<file path="src/rtl/divisible_by_n_stream_pkg.sv">
// Shared types and modular helpers for the streaming mod-N checker.
// Arithmetic is done at a fixed wide width so every caller can share it.
package divisible_by_n_stream_pkg;

  typedef enum logic [1:0] {
    IDLE,
    RUN,
    ERR
  } state_t;

  localparam int unsigned MW = 32;
  localparam logic [MW-1:0] WEIGHT_ONE = 1;

  // Operands are already reduced (r < d), so one subtract suffices.
  function automatic logic [MW-1:0] mod_double_add(
    input logic [MW-1:0] r,
    input logic          b,
    input logic [MW-1:0] d
  );
    logic [MW-1:0] t;
    t = {r[MW-2:0], b};
    if (t >= d) t = t - d;
    return t;
  endfunction

  function automatic logic [MW-1:0] mod_add(
    input logic [MW-1:0] a,
    input logic [MW-1:0] b,
    input logic [MW-1:0] d
  );
    logic [MW-1:0] t;
    t = a + b;
    if (t >= d) t = t - d;
    return t;
  endfunction

endpackage

</file>
<file path="src/rtl/divisible_by_n_stream_step.sv">
// Horner chain: seed*2^IN_W + digit*addend, reduced mod d,
// one conditional-subtract stage per digit bit, MSB first.
module mod_n_step
  import divisible_by_n_stream_pkg::*;
#(
  parameter int DIV_W = 8,
  parameter int IN_W  = 1
) (
  input  logic [DIV_W-1:0] d,
  input  logic [DIV_W-1:0] seed,
  input  logic [DIV_W-1:0] addend,
  input  logic [IN_W-1:0]  digit,
  output logic [DIV_W-1:0] result
);

  logic [MW-1:0] acc;

  always_comb begin
    acc = MW'(seed);
    for (int i = IN_W - 1; i >= 0; i--) begin
      acc = mod_double_add(acc, 1'b0, MW'(d));
      if (digit[i]) acc = mod_add(acc, MW'(addend), MW'(d));
    end
    result = DIV_W'(acc);
  end

endmodule

</file>
<file path="src/rtl/divisible_by_n_stream.sv">
// Serial mod-N checker: consumes IN_W-bit digits MSB- or LSB-first
// and tracks value mod a divisor latched on start.
module divisible_by_n_stream
  import divisible_by_n_stream_pkg::*;
#(
  parameter int DIV_W = 8,
  parameter int IN_W  = 1,
  parameter int CNT_W = 16
) (
  input  logic             clk,
  input  logic             reset,
  input  logic             start,
  input  logic [DIV_W-1:0] div_in,
  input  logic             lsb_first,
  input  logic             in_valid,
  input  logic [IN_W-1:0]  in_data,
  output logic [DIV_W-1:0] rem_out,
  output logic             out,
  output logic             running,
  output logic             err_div0,
  output logic [CNT_W-1:0] beat_count
);

  state_t           state;
  logic [DIV_W-1:0] d;
  logic [DIV_W-1:0] rem;
  logic [DIV_W-1:0] weight;
  logic             mode;
  logic [DIV_W-1:0] one_d;
  logic [DIV_W-1:0] step_seed;
  logic [DIV_W-1:0] step_add;
  logic [DIV_W-1:0] rem_step;
  logic [DIV_W-1:0] wt_step;
  logic [DIV_W-1:0] rem_nxt;

  assign one_d = (d == DIV_W'(1)) ? '0 : DIV_W'(WEIGHT_ONE);

  // LSB-first: chain yields digit*weight; MSB-first: rem*2^IN_W+digit.
  assign step_seed = mode ? '0 : rem;
  assign step_add  = mode ? weight : one_d;

  mod_n_step #(.DIV_W(DIV_W), .IN_W(IN_W)) u_rem (
    .d      (d),
    .seed   (step_seed),
    .addend (step_add),
    .digit  (in_data),
    .result (rem_step)
  );

  mod_n_step #(.DIV_W(DIV_W), .IN_W(IN_W)) u_wt (
    .d      (d),
    .seed   (weight),
    .addend ('0),
    .digit  ('0),
    .result (wt_step)
  );

  assign rem_nxt = mode
    ? DIV_W'(mod_add(MW'(rem), MW'(rem_step), MW'(d)))
    : rem_step;

  always_ff @(posedge clk or posedge reset) begin
    if (reset) begin
      state      <= IDLE;
      d          <= '0;
      mode       <= 1'b0;
      rem        <= '0;
      weight     <= '0;
      beat_count <= '0;
    end else if (start) begin
      rem        <= '0;
      beat_count <= '0;
      if (div_in != '0) begin
        state  <= RUN;
        d      <= div_in;
        mode   <= lsb_first;
        weight <= (div_in == DIV_W'(1)) ? '0 : DIV_W'(WEIGHT_ONE);
      end else begin
        state <= ERR;
      end
    end else if (state == RUN && in_valid) begin
      rem <= rem_nxt;
      if (mode) weight <= wt_step;
      if (beat_count != '1) beat_count <= beat_count + 1'b1;
    end
  end

  assign running  = (state == RUN);
  assign err_div0 = (state == ERR);
  assign rem_out  = running ? rem : '0;
  assign out      = running && (rem == '0);

endmodule

</file>
<file path="config.mk">
export PLATFORM = sky130hd
export DESIGN_NAME = divisible_by_n_stream
export DESIGN_NICKNAME = d
export VERILOG_FILES = /design/src/rtl/divisible_by_n_stream_pkg.sv /design/src/rtl/divisible_by_n_stream_step.sv /design/src/rtl/divisible_by_n_stream.sv
export SDC_FILE = /design/constraint.sdc
export NUM_CORES = 1
export LEC_CHECK = 0
export ABC_AREA = 1
export BUFFER_PORTS_ARGS = -buffer_cell sky130_fd_sc_hd__buf_2
export CAP_MARGIN = 20
export CORE_AREA = 8 8 120 111
export DETAILED_ROUTE_END_ITERATION = 16
export DIE_AREA = 0 0 128 119
export REMOVE_ABC_BUFFERS = 1
export SYNTH_ARGS = -nofsm -noshare
export SYNTH_HDL_FRONTEND = slang
export SYNTH_SLANG_ARGS = --single-unit
</file>
<file path="constraint.sdc">
create_clock -name clk -period 10.2 [get_ports clk]
set_input_delay 0.51 -clock clk [delete_from_list [all_inputs] [get_ports clk]]
set_output_delay 0.51 -clock clk [all_outputs]
set_load 0.02 [all_outputs]
</file>
# After elaboration in Yosys (flattened, before gate mapping)
# Index checks and enable logic that the tools add are counted.
# word_totals
in_bits	14
mem_bits_ro	0
out_inout_bits	27
elab_cells	54
ram_bits	0
register_bits	43
latchBits	0
memories	0
# op_classes
shift	0
order_cmp	4
n_eq_ne	6
muxes	21
multipliers	0
div_mod_pow	0
n_addsub	7
bitwise_logic	0
n_reduce_logical	10
# op_table
op	count
$mux 8	14
$mux 16	3
$add 32x8->32	1
$ge 32x8->1	1
$mux 32	1
$ge 9x8->1	3
$sub 8x8->8	3
$add 16x1->16 const B	1
$eq 8x1->1 const B	2
$ne 16x16->1 const B	1
$sub 9x8->10	1
$add 8x8->9	1
$logic_not 8->1	1
$reduce_bool 8->1	1
$reduce_bool 2->1	3
$reduce_and 2->1	2
$reduce_and 3->1	1
$eq 2x1->1 const B	1
$eq 2x2->1 const B	1
$logic_and 1x1->1	2
$mux 1	2
$mux 2	1
$ne 2x1->1 const B	1

# Logic depth before layout (Yosys ltp)
# Gate-level depths: netlist of the first run.
# logic_depth
ltp_word	13
ltp_mapped	59
ltp_nobuf	57

# Modules after synthesis
# A second synthesis of the first run with hierarchy kept.
# unflattened
hier_cells	1069
hier_area_um2	6722.7
# modules_own_cells
module	cells_per_inst	instances	seq_area_each_um2	area_per_inst_um2
divisible_by_n_stream	499	1	1076.0	3337.0
mod_n_step at u_wt	300	1	0.0	1751.7
mod_n_step at u_rem	270	1	0.0	1634.1

# Worst setup path before layout of the first run
# Ideal clock, no wire load.
# synth_timing
kind	register to register
startpoint	register mode
endpoint	register rem[3]
t_arrival_ns	7.588
stages_incl_launch_ff	54
synth_period_minus_slack_ns	7.704
setup_slack_ns	2.496
setup_ns	0.116
path_buffers	4
t_required_ns	10.084
cell_sequence	dfrtp_1 buf_6 clkbuf_1 clkbuf_1 nor2_1 fa_1 nand3_1 nand3_1 nand3_4 nand4_4 inv_2 o21ai_0 nand2_1 inv_1 ha_1 nand2_1 nor3_1 nand2_1 (+18 left out) a21oi_1 o21bai_1 xor2_1 inv_1 ha_1 nand2_1 a21oi_1 a211oi_1 nand2_1 nand2_1 nand3_1 buf_2 o21ai_0 nand2_1 nand2_1 inv_1 nand2_1 nand2_1
# synth_between
elab_chain_cells	13
word_cells_on_any_way	17
cone_classes	5 x add/sub; 3 x order compare; 9 x mux
# synth_rtl
item	line	rtl
from (decl)	divisible_by_n_stream.sv:28	logic mode;
from (signal assigned)	divisible_by_n_stream.sv:76	mode <= lsb_first;
$mux 8	divisible_by_n_stream.sv:39	assign step_seed = mode ? '0 : rem;
$sub 9x8->10 / $ge 9x8->1 (equally long branches)	divisible_by_n_stream_pkg.sv:22	if (t >= d) t = t - d;
$mux 32	divisible_by_n_stream_pkg.sv:22	
$add 32x8->32	divisible_by_n_stream_pkg.sv:32	t = a + b;
$ge 32x8->1 / $sub 8x8->8 (equally long branches)	divisible_by_n_stream_pkg.sv:33	if (t >= d) t = t - d;
$mux 8	divisible_by_n_stream_pkg.sv:33	
$mux 8	divisible_by_n_stream_step.sv:22	if (digit[i]) acc = mod_add(acc, MW'(addend), MW'(d));
$add 8x8->9	divisible_by_n_stream_pkg.sv:32	
$sub 8x8->8 / $ge 9x8->1 (equally long branches)	divisible_by_n_stream_pkg.sv:33	
$mux 8	divisible_by_n_stream_pkg.sv:33	
$mux 8 *	divisible_by_n_stream.sv:59	? DIV_W'(mod_add(MW'(rem), MW'(rem_step), MW'(d)))
$mux 8 *	divisible_by_n_stream.sv:81	end else if (state == RUN && in_valid) begin
$mux 8 *	divisible_by_n_stream.sv:70	end else if (start) begin
to (signal assigned)	divisible_by_n_stream.sv:82	rem <= rem_nxt;
to (decl)	divisible_by_n_stream.sv:26	logic [DIV_W-1:0] rem;
# Every way passes the cells marked *; elsewhere a longest branch is shown, timed or not. The select of a mux whose other input is x is not followed.
# A chain may end at the register's enable or synchronous reset.

# Final worst setup path of the first run
# layout_timing
startpoint	register mode
endpoint	register rem[7]
# Same word-level chain as after synthesis.

==> results.md, run 1 <==
* CTS Hold Bufs at 0
* Post-DP HPWL at 11.1 mm
* RSZ-0062 raised after global routing: false
* Most frequent cells in the layout: 178 x nand2_1, 117 x inv_1, 56 x ha_1, 51 x o21ai_0, 50 x nor2_1
* P_leak at 0.00295 uW
* Mean Syn Cell Area at 6.80 sq um
* Final net count at 845
* Die area at 15,200 sq um
* Die Width at 128 um
* Final Util at 48.7%
* Sw Share at 56.6%
* Insertion delay to the later sink of the worst-skew pair at 0.29 ns
* 1st-iter DRT viols at 303
* Crit. End Element: flip-flop
* Tmin final at 8.98 ns
* # resized after CTS at 0
* Layout area overhead at 9.84%
* Gr ovfl total at 0
* Slew Limit Fails at 0
* CTS H-tree depth at 2
* Yosys warning count at 0
* Cell variety after synth at 46
* Fmax at 0.111 GHz
* Drc violations at 0
* Max Buffers Root-to-Sink at 2
* Post-synth top area cell: dfrtp_1
* Internal power at 852 uW
* Post CTS Setup Buffer Count at 0
* Clk slew on worst S/H paths at 0.06 ns
* Synthesized cell area at 4970 sq um
* Critical Path Max Stage Delay at 1.00 ns
* Vias in the first global route at 4,794
* R2R depth at 49
* Top cell type's share of synthesized area at 21.6%
* Fin worst setup slack at 1.22 ns
* Outcome: complete, no violations
* Reg2reg setup slack at 1.22 ns
* Setup Viol. Count Final at 0
* Place WS at 1.35 ns
* Max-cap violation count at 0
* Core area at 11,200 sq um
* Crit path kind: flip-flop to flip-flop
* Net switching power figure at 1110 uW
* Synth area leaders: dfrtp_1 22%, ha_1 14%, nand2_1 13%, inv_1 8.9%, o21ai_0 5.1%
* Routed Antenna Nets at 0
* Synth async-reset ratio at 100%
* Power Dens Cells at 360 nW/um^2
* Crit-path max FO at 27
* CP startpoint kind: flip-flop
* Cells after Synth at 731
* Fin. Hold Viols at 0
* Slowest cell on the critical path: dfrtp_1
* Yosys reg bits at 43
* Worst vdd ir at 0.000334 V
* Clock Skews at 0.00991 ns
* Overall Global Routing Usage at 18.8%
* Clock buffer count from CTS at 5
* Comb pwr share at 81.2%
* DIE HEIGHT at 119 um
* Pre-antenna DRT Iters at 5
* Number of diodes at 0
* Commonest non-fill, non-tap cell in the layout: nand2_1
* CTS tree: done
* Routability cong. at 0.898
* Register share of total power at 10.6%
* First-pass GRT wire length at 23.5 mm
* Post-synth EDFFs at 0
* Layout cell share with drive strength beyond 1 at 11.1%
* # clock sinks at 43
* Worst Setup SP: mode
* Slew headroom at 33.1%
* Worst r2r src: mode
* Worst Hold Class: input pin to async pin
* Initial antenna violation count at 0
* CTS Root Cell: clkbuf_16
* Boundary Pins at 41
* CP Data Required Time at 10.38 ns
* Least-Margin Pin Slew at 1.00 ns
* Vias per cell at 5.17
* Routed vias at 4,780
* R2R Path End: rem[7]
* Sequential element share of the synthesized area at 21.6%
* Fin crit share at 88.0%
* Setup TNS at 0 ns
* Row count at 37
* WP data arrival at 9.15 ns
* Worst path most repeated cell: nand2_1
* Initial Utilization at 44.4%
* Final WL at 13.8 mm
* Total power at 1970 uW
* Largest net degree at the start of global routing at 44
* Clk pwr share at 8.1%
* Wire per inst at 14.9 um
* Port bufs at 40
* Post-synth top flop: dfrtp_1
logic make-up (layout without fill, tap and decap cells):
group / count (synthesis) / count (layout) / share of synthesized area (%)
compound gates: 120 / 120 / 13.4
xor+xnor: 30 / 30 / 5.28
fa+ha+maj: 62 / 62 / 16.5
buf+inv: 135 / 173 / 10.5
flops: 43 / 43 / 21.6
simple gates: 341 / 341 / 32.6
cell usage after synthesis (3+ instances only):
library cell,n
a211oi_1,3
a21oi_1,45
buf_2,3
clkbuf_1,5
dfrtp_1,43
fa_1,6
ha_1,56
inv_1,118
inv_2,5
nand2_1,178
nand2_2,3
nand2_4,7
nand3_1,49
nand3_2,4
nand3b_1,4
nand4_1,12
nor2_1,50
nor3_1,16
nor4_1,5
o211ai_1,4
o21ai_0,51
o21ai_1,3
o21bai_1,4
or2_2,3
xnor2_1,12
xor2_1,18
power groups by stage:
| stage | Combinational, uW | Clock, uW | Sequential, uW |
|---|---|---|---|
| 4_1_cts | 1580 | 166 | 208 |
| 6_report | 1600 | 160 | 209 |
| 3_3_place_gp | 1560 | 0 | 211 |
| 5_1_grt | 1820 | 169 | 211 |
| 3_5_place_dp | 1570 | 0 | 211 |
| 2_1_floorplan | 1240 | 0 | 207 |
critical path, delay by kind of cell (launching register included):
family | cells | cell delay (ns)
AO/OA/AOI/OAI | 10 | 1.80
XOR/XNOR | 1 | 0.16
flip-flops | 1 | 1.00
buffers and inverters | 6 | 0.44
adder cells (fa/ha/maj) | 6 | 1.87
AND/OR/NAND/NOR | 26 | 3.55
layout make-up:
type / count / area [sq um]
Inverter: 126 / 478
Clock buffer: 5 / 125
Multi-Input combinational cell: 553 / 3370
Clock inverter: 2 / 13.8
Tap cell: 156 / 195
Sequential cell: 43 / 1080
Timing Repair Buffer: 40 / 200
Fill cell: 1178 / 5740
state kept, by name (all words and copies together) (netlist names):
name / flops
beat_count: 16
d: 8
mode: 1
rem: 8
state: 2
weight: 8
how the worst max path moves through the flow:
stage	to	slack [ns]
after floorplan	rem[7]	2.61
after detailed placement	rem[5]	1.35
after CTS	rem[5]	1.31
final	rem[7]	1.22
after global routing	rem[5]	0.28
after global placement	rem[5]	1.66
stage by stage:
| step | hold WS, ns | cells | instance area [sq um] |
|---|---|---|---|
| floorplan | 0.475 | 722 | 4930 |
| global placement | 0.494 | 918 | 5320 |
| detailed placement | 0.500 | 918 | 5320 |
| CTS | 0.448 | 925 | 5460 |
| global route | 0.467 | 925 | 5460 |
| finish | 0.422 | 925 | 5460 |
metal layers:
| layer | GRT usage (%) | vias to the layer above | part of all wire (%) |
|---|---|---|---|
| li1 | - | 2455 | - |
| met1 | 24.9 | 2230 | 49 |
| met2 | 31.2 | 80 | 46 |
| met3 | 3.30 | 15 | 4.1 |
| met4 | 4.08 | 0 | 1.1 |
| met5 | 0 | - | 0 |
Note: power is estimated with default switching activity, not from simulation.
==> inputs of run 2 (changes only) <==
Settings changed: RECOVER_POWER set to 50.
==> run 2 against run 1 <==
Effect of this change: the flow now finishes with violations (capacitance limit, slew limit); total power is essentially flat; final area shrank 0.30%; die area is the same; cell count is the same; setup slack lost 0.0089 ns; critical path depth is the same; via count grew 0.48%; combinational power is essentially flat; sequential power is essentially flat; register-to-register slack is essentially flat; worst hold slack gained 0.030 ns; flip-flop and latch count is the same; critical endpoint unchanged.
==> results.md, run 2 (synthesis results as in run 1) <==
* Vias per cell at 5.19
* Worst Hold End: d[5]
* Boundary Pins at 41
* Worst Hold Class: input pin to flip-flop
* CTS Root Cell: clkbuf_16
* Fin worst setup slack at 1.22 ns
* Wire per inst at 14.9 um
* Outcome: finished with violations
* Final net count at 845
* Worst vdd ir at 0.000336 V
* Pre-antenna DRT Iters at 5
* Slowest cell on the critical path: dfrtp_1
* Routability cong. at 0.898
* Clk pwr share at 8.1%
* Most frequent cells in the layout: 178 x nand2_1, 118 x inv_1, 56 x ha_1, 51 x o21ai_0, 50 x nor2_1
* Biggest register: beat_count
* Drc violations at 0
* CTS H-tree depth at 2
* Register share of total power at 10.6%
* Vias in the first global route at 4,794
* WP data arrival at 9.16 ns
* Reg2reg setup slack at 1.22 ns
* Core area at 11,200 sq um
* Post-DP HPWL at 11.1 mm
* Place WS at 1.35 ns
* Worst r2r src: mode
* Least-Margin Pin Slew at 1.67 ns
* Clock Skews at 0.00861 ns
* First-pass GRT wire length at 23.5 mm
* Max Buffers Root-to-Sink at 2
* Net switching power figure at 1120 uW
* Die Width at 128 um
* CTS Hold Bufs at 0
* Commonest non-fill, non-tap cell in the layout: nand2_1
* Layout area overhead at 9.51%
* Violated checks: capacitance limit, slew limit
* R2R Path End: rem[7]
* P_leak at 0.00290 uW
* DIE HEIGHT at 119 um
* Initial antenna violation count at 0
* # clock sinks at 43
* Sw Share at 56.7%
* Gr ovfl total at 0
* Tmin final at 8.98 ns
* Final Util at 48.6%
* CP Data Required Time at 10.38 ns
* Worst path most repeated cell: nand2_1
* Routed Antenna Nets at 0
* Hold depth at 3
* Port bufs at 40
* Setup TNS at 0 ns
* Routed vias at 4,803
* Slew headroom at -11.8%
* Dpl cell area at 5320 sq um
* Fin Hold WS at 0.452 ns
* Post CTS Setup Buffer Count at 0
* Internal power at 851 uW
* Beginning of the worst hold path: div_in[5]
* Fin area at 5450 sq um
* Overall Global Routing Usage at 18.8%
* CTS tree: done
* # resized after CTS at 0
* Power Dens Cells at 361 nW/um^2
* Max-cap violation count at 1
* R2R depth at 49
* Critical Path Max Stage Delay at 1.00 ns
* Insertion delay to the later sink of the worst-skew pair at 0.29 ns
* Largest net degree at the start of global routing at 44
* Max reg flops at 16
* Slew Limit Fails at 44
* Clk slew on worst S/H paths at 0.07 ns
* Final WL at 13.7 mm
* CP startpoint kind: flip-flop
* Comb pwr share at 81.3%
* Fin crit share at 88.1%
* Initial Utilization at 44.4%
* Top delay family on crit path: simple AND/OR/NAND/NOR gates
* Die area at 15,200 sq um
* Number of diodes at 0
* Crit. End Element: flip-flop
* Layout cell share with drive strength beyond 1 at 9.23%
* Crit path kind: flip-flop to flip-flop
* Setup Viol. Count Final at 0
* Crit-path max FO at 27
* 1st-iter DRT viols at 307
* Row count at 37
* Fmax at 0.111 GHz
* Fin. Hold Viols at 0
* Buf/Inv on CP at 6
* RSZ-0062 raised after global routing: false
* Clock buffer count from CTS at 5
## run 2: worst max path at each step
| stage | from | endpoint | depth (start not counted) |
|---|---|---|---|
| 2_1_floorplan | mode | rem[7] | 49 |
| 3_3_place_gp | mode | rem[5] | 49 |
| 3_5_place_dp | mode | rem[5] | 49 |
| 4_1_cts | mode | rem[5] | 49 |
| 5_1_grt | mode | rem[5] | 52 |
| 6_report | mode | rem[7] | 49 |
## run 2: layout make-up
cell class	instances	area [sq um]
clock inverters	2	13.8
repair buffers	40	184
flip-flops and latches	43	1080
inverters	126	478
multi-input cells	553	3370
fillers	1184	5760
clock buffers	5	125
well taps	156	195
## run 2: layer usage
metal  part of all wire, %  global-route usage, %  vias to the layer above  wire, um
li1                      -                      -                     2456         -
met1                    47                   24.9                     2201      6520
met2                    46                   31.2                      129      6300
met3                   5.6                   3.30                       17       768
met4                   1.2                   4.08                        0       162
met5                     0                      0                        -         0
## run 2: worst min-delay path, delay by kind of cell
kind	cells	cell delay (ns)
AOI/OAI and AO/OA	1	0.05
buffers and inverters	1	0.10
and+or+nand+nor	1	0.05
## run 2: power by group through the flow
stage          registers, uW  clock network [uW]  logic, uW
2_1_floorplan            207                   0       1240
3_3_place_gp             211                   0       1560
3_5_place_dp             211                   0       1570
4_1_cts                  208                 166       1580
5_1_grt                  211                 169       1820
6_report                 209                 160       1600
## run 2: through the flow
stage          std cells  total power, uW
2_1_floorplan        722             1450
3_3_place_gp         918             1770
3_5_place_dp         918             1790
4_1_cts              925             1960
5_1_grt              925             2200
6_report             925             1970
